<file path="src/rtl/gf_mul_serial_if.sv">
// rtl/gf_mul_serial_if.sv - start/operand/result handshake bundle for the serial GF(2^M) multiplier
interface gf_mul_serial_if #(
    parameter int M = 6
);
    logic         start;
    logic [M-1:0] x;
    logic [M-1:0] y;
    logic         busy;
    logic         done;
    logic [M-1:0] z;

    // Requester drives the operands, the multiplier returns status and product
    modport master (output start, output x, output y, input busy, input done, input z);
    modport slave  (input start, input x, input y, output busy, output done, output z);
endinterface

</file>
<file path="src/rtl/gf_mul_serial.sv">
// rtl/gf_mul_serial.sv - digit-serial GF(2^M) multiplier, MSB-first with interleaved reduction; optional zero bypass via GF_MUL_ZERO_BYPASS_EN
module gf_mul_serial #(
    parameter int         M     = 6,
    parameter logic [M:0] POLY  = 7'b1000011,
    parameter int         DIGIT = 1
) (
    input  logic            clk,
    input  logic            resetN,
    gf_mul_serial_if.slave  bus
);

    localparam int N  = M / DIGIT;
    localparam int CW = (N > 1) ? $clog2(N) : 1;
    localparam logic [CW-1:0] LAST = CW'(N - 1);

    // Reject parameter sets that cannot describe a valid field or digit split
    generate
        if (M < 2) begin : g_bad_m
            $error("gf_mul_serial: M must be at least 2");
        end
        if ((M % DIGIT) != 0) begin : g_bad_digit
            $error("gf_mul_serial: DIGIT must divide M");
        end
        if (POLY[M] != 1'b1) begin : g_bad_poly
            $error("gf_mul_serial: POLY[M] must be 1");
        end
    endgenerate

    typedef enum logic {
        IDLE = 1'b0,
        RUN  = 1'b1
    } state_t;

    state_t        state;
    logic [M-1:0]  xr;
    logic [M-1:0]  yr;
    logic [M-1:0]  acc;
    logic [CW-1:0] cnt;
    logic [M-1:0]  z_r;
    logic          busy_r;
    logic          done_r;

    logic [M-1:0]  acc_step;
    logic [M-1:0]  yr_step;

    // Multiply a field element by alpha: shift up and fold x^M back via POLY
    function automatic logic [M-1:0] mul_alpha(input logic [M-1:0] a);
        return {a[M-2:0], 1'b0} ^ (a[M-1] ? POLY[M-1:0] : '0);
    endfunction

    // DIGIT Horner steps for one clock, consuming y bits from the top
    always_comb begin
        acc_step = acc;
        yr_step  = yr;
        for (int i = 0; i < DIGIT; i++) begin
            acc_step = mul_alpha(acc_step) ^ (yr_step[M-1] ? xr : '0);
            yr_step  = yr_step << 1;
        end
    end

    // Control FSM and datapath registers; done is a single-cycle pulse
    always_ff @(posedge clk or negedge resetN) begin
        if (!resetN) begin
            state  <= IDLE;
            xr     <= '0;
            yr     <= '0;
            acc    <= '0;
            cnt    <= '0;
            z_r    <= '0;
            busy_r <= 1'b0;
            done_r <= 1'b0;
        end else begin
            done_r <= 1'b0;
            case (state)
                IDLE: begin
                    if (bus.start) begin
`ifdef GF_MUL_ZERO_BYPASS_EN
                        if ((bus.x == '0) || (bus.y == '0)) begin
                            z_r    <= '0;
                            done_r <= 1'b1;
                        end else begin
                            xr     <= bus.x;
                            yr     <= bus.y;
                            acc    <= '0;
                            cnt    <= '0;
                            busy_r <= 1'b1;
                            state  <= RUN;
                        end
`else
                        xr     <= bus.x;
                        yr     <= bus.y;
                        acc    <= '0;
                        cnt    <= '0;
                        busy_r <= 1'b1;
                        state  <= RUN;
`endif
                    end
                end
                RUN: begin
                    acc <= acc_step;
                    yr  <= yr_step;
                    cnt <= cnt + 1'b1;
                    if (cnt == LAST) begin
                        z_r    <= acc_step;
                        done_r <= 1'b1;
                        busy_r <= 1'b0;
                        state  <= IDLE;
                    end
                end
                default: state <= IDLE;
            endcase
        end
    end

    assign bus.busy = busy_r;
    assign bus.done = done_r;
    assign bus.z    = z_r;

endmodule

</file>
<file path="src/flat_wrapper.sv">
// flat-port wrapper written by rule: the top's interface ports become plain ports
module gf_mul_serial_flat 
#(
    parameter int         M     = 6,
    parameter logic [M:0] POLY  = 7'b1000011,
    parameter int         DIGIT = 1
)
  (clk, resetN, bus_start, bus_x, bus_y, bus_busy, bus_done, bus_z);
  gf_mul_serial_if #(.M(M)) bus_i ();
  input  logic clk;
  input  logic resetN;
  input wire logic [$bits(bus_i.start)-1:0] bus_start;
  input wire logic [$bits(bus_i.x)-1:0] bus_x;
  input wire logic [$bits(bus_i.y)-1:0] bus_y;
  output wire logic [$bits(bus_i.busy)-1:0] bus_busy;
  output wire logic [$bits(bus_i.done)-1:0] bus_done;
  output wire logic [$bits(bus_i.z)-1:0] bus_z;
  assign bus_i.start = bus_start;
  assign bus_i.x = bus_x;
  assign bus_i.y = bus_y;
  assign bus_busy = bus_i.busy;
  assign bus_done = bus_i.done;
  assign bus_z = bus_i.z;
  gf_mul_serial #(.M(M), .POLY(POLY), .DIGIT(DIGIT)) u_core (.clk(clk), .resetN(resetN), .bus(bus_i));
endmodule
</file>
<file path="config.mk">
export PLATFORM = sky130hd
export DESIGN_NAME = gf_mul_serial_flat
export DESIGN_NICKNAME = d
export VERILOG_FILES = /design/src/rtl/gf_mul_serial_if.sv /design/src/rtl/gf_mul_serial.sv /design/src/flat_wrapper.sv
export SDC_FILE = /design/constraint.sdc
export NUM_CORES = 1
export LEC_CHECK = 0
export ABC_AREA = 1
export ABC_CLOCK_PERIOD_IN_PS = 2840
export BUFFER_PORTS_ARGS = -buffer_cell sky130_fd_sc_hd__buf_2
export CAP_MARGIN = 10
export CORE_MARGIN = 4
export CORE_UTILIZATION = 52
export CTS_BUF_LIST = sky130_fd_sc_hd__clkbuf_8
export CTS_CLUSTER_DIAMETER = 120
export DETAILED_ROUTE_END_ITERATION = 7
export PLACE_DENSITY = 0.87
export SYNTH_ARGS = -nofsm -noshare
export SYNTH_HDL_FRONTEND = slang
export SYNTH_SLANG_ARGS = --single-unit
export TNS_END_PERCENT = 50
</file>
<file path="constraint.sdc">
create_clock -name clk -period 2.84 [get_ports clk]
set_input_delay 0.284 -clock clk [delete_from_list [all_inputs] [get_ports clk]]
set_output_delay 0.284 -clock clk [all_outputs]
set_load 0.02 [all_outputs]
</file>
==> impl_metrics.py <==
metrics = {
    "worst_setup_path": {
        "r2r_start": "u_core.state",
        "cp-end-kind": "flop",
        "cp_slowest_cell": "nor2_1",
        "cp_slowest_stage_delay_ns": 0.77,
        "worstPathMaxFanout": 15,
        "crit_arrival_ns": 1.92,
        "crit_start": "u_core.state",
        "critical-path-top-delay-family": "simple AND/OR/NAND/NOR gates",
        "path_class": "reg -> reg",
        "worst-path-buf-inv": 1,
        "cp.required_ns": 3.03,
        "start_kind": "flop",
        "cp_cell_sequence": "nor2_1 -> inv_1 -> o22ai_1",
    },
    "global_routing": {
        "grt_pass1_vias": 1001,
        "grt_pass1_wl_um": 4510,
        "grt-ovfl-total": 0,
        "grt_usage_pct": 18.7,
        "grt_max_degree": 31,
        "antenna_found_initial": 0,
    },
    "detailed_routing": {
        "route.detailed.drc": 0,
        "first_pass_iters": 4,
        "wl_met3_um": 185,
        "routed.top_layer": "met4",
        "drt_iter0_drc": 28,
        "num_vias": 999,
        "wl_per_cell_um": 13.3,
        "avgViaCountPerCell": 4.92,
        "drtAntennaViolNets": 0,
        "wl_um": 2700,
        "wl_met1_um": 1130,
        "met2_length_um": 1300,
    },
    "finish": {
        "seq_area_um2": 751,
        "multiInputGateArea_um2": 460,
        "diodes": 0,
        "fin_area_mm2": 0.00149,
        "nets": 191,
        "area_growth_syn_to_layout_pct": 16.8,
        "fillers": 180,
        "drive_above_1_share_pct": 17.1,
    },
    "synth": {
        "synth-edff-count": 0,
        "synthTopCellsByCount": "nand2_1, dfrtp_1, inv_1, nand3_1, xnor2_1",
        "yosysTopAreaCell": "dfrtp_1",
        "ys_ff_latch": 30,
        "synth_flop_cell": "dfrtp_1",
        "synth_top_area_share_pct": 59.1,
        "synthTopCellsByArea": "dfrtp_1, nand2_1, nand3_1",
        "synth.distinct_cells": 17,
        "synthCells": 148,
        "ys_warn_count": 0,
        "synth_area_mm2": 0.00127,
        "synth_area_per_cell_um2": 8.59,
        "synth_seq_area_share_pct": 59.1,
        "synth-async-reset-ratio_pct": 100,
        "synth_most_common_cell": "nand2_1",
        "syn_nets": 165,
    },
    "clock_tree": {
        "worstSkewPairLatency_ns": 0.28,
        "hold_buffers": 0,
        "cts_sinks": 30,
        "clockBufferDepth": 2,
        "cts_made_buffers": 5,
        "postCtsSetupRepairBufs": 0,
        "cts_tree": "done",
        "cts_resized": 0,
        "htree_levels": 2,
        "cts_root_buffer": "clkbuf_8",
        "clk_pin_slew_worst_paths_ns": 0.06,
    },
    "floorplan": {
        "start_util_pct": 55.9,
        "die-area_mm2": 0.00330,
        "fp.dieH_um": 57.4,
        "die_width_um": 57.4,
        "rows": 17,
        "fp.coreArea_mm2": 0.00228,
        "io_pins": 23,
    },
    "place": {
        "gp_congestion": 0.784,
        "dp_hpwl_um": 1850,
        "placed_area_mm2": 0.00139,
        "port-buffer-count": 22,
    },
    "timing": {
        "setup_viol": 0,
        "tightestPinTransition_ns": 0.891,
        "fmax_mhz": 578,
        "grt_setup_unrepaired": "no",
        "slew_viol_final": 0,
        "slew_headroom_pct": 40.4,
        "period_share_pct": 60.9,
        "hold_viol": 0,
        "finClkSkew_ns": 0.00619,
        "min_period_ns": 1.73,
        "finalSetupTns_ns": 0,
    },
    "pwr": {
        "p_per_area_mw_per_mm2": 1090,
        "irDropWorstVdd_uv": 651,
        "power_leakage_nw": 0.838,
    },
    "outcome": {
        "status": "complete, no violations",
    },
    "run": {
        "max_cap_viol_count": 0,
    },
    "worst_hold_path": {
        "hp-class": "in -> async",
    },
}
==> kinds of logic (layout without fill, tap and decap cells) <==
group	Yosys count	count (layout)	synth area share [%]
xor+xnor	5	5	3.44
flops	30	30	59.1
compound gates	6	6	2.66
fa+ha+maj	2	2	1.97
buf+inv	13	40	4.72
simple gates	92	92	28.2
==> layer usage <==
layer  global-route usage [%]  vias to the layer above
met1                     23.4                      448
met2                     27.9                       37
li1                         -                      502
met3                     4.98                       12
met5                        0                        -
met4                     13.2                        0
==> worst reg2reg max path, delay by kind of cell, from the launching register on <==
kind	cells	cell delay (ns)
DFF	1	0.55
AOI/OAI and AO/OA	1	0.19
buffers and inverters	1	0.13
and+or+nand+nor	1	0.77
==> per-stage QoR <==
step,hold WS (ns),worst slack (ns),total power [W],utilization [%],instances
floorplan,-0.0116,1.59,0.00110,-,148
global placement,0.334,1.35,0.00123,61.2,195
detailed placement,0.348,1.25,0.00127,61.2,195
CTS,0.0444,1.15,0.00164,65.3,203
global route,0.0740,0.985,0.00175,65.3,203
finish,0.0278,1.11,0.00163,65.3,203
==> cell usage in the layout (no fill, tap or decap), drive strengths merged <==
master / netlist / layout
nand3: 8 / 8
inv: 9 / 10
nor2: 2 / 2
o21ai: 3 / 3
buf: 2 / 22
xnor2: 4 / 4
nand2: 82 / 82
dfrtp: 30 / 30
o22ai: 1 / 1
clkinv: 1 / 2
a22oi: 1 / 1
clkbuf: 1 / 6
a21oi: 1 / 1
ha: 2 / 2
xor2: 1 / 1
==> worst paths after layout <==
path	endpoint	slack, ns	cells past startpoint
max in group asynchronous	u_core.bus.z[4]	2.38	1
hold / removal	u_core.xr[3]	0.03	1
setup reg to reg	u_core.cnt[1]	1.11	3
hold reg to reg	u_core.bus.z[3]	0.48	2
setup / recovery	u_core.cnt[1]	1.11	3
min in group clk	u_core.xr[0]	0.19	3
==> where the power goes <==
part	switching [W]	internal (W)	total (W)
Combinational	0.000340	0.000195	0.000534
Clock	0.000155	0.000191	0.000347
Sequential	0.000134	0.000611	0.000745
Total	0.000629	0.000997	0.00163
==> registers in the layout (all words and copies together), names as in the netlist <==
| register | flops |
|---|---|
| u_core.bus.done | 1 |
| u_core.xr | 6 |
| u_core.cnt | 3 |
| u_core.yr | 6 |
| u_core.bus.busy | 1 |
| u_core.bus.z | 6 |
| u_core.acc | 6 |
| u_core.state | 1 |
==> final cells by class <==
| cell class | instances | area share (%) |
|---|---|---|
| flip-flops and latches | 30 | 50.5 |
| multi-input cells | 105 | 31.0 |
| repair buffers | 22 | 7.41 |
| clock buffers | 6 | 5.56 |
| inverters | 10 | 2.53 |
| well taps | 28 | 2.36 |
| clock inverters | 2 | 0.590 |
Note: power is estimated with default switching activity, not from simulation.
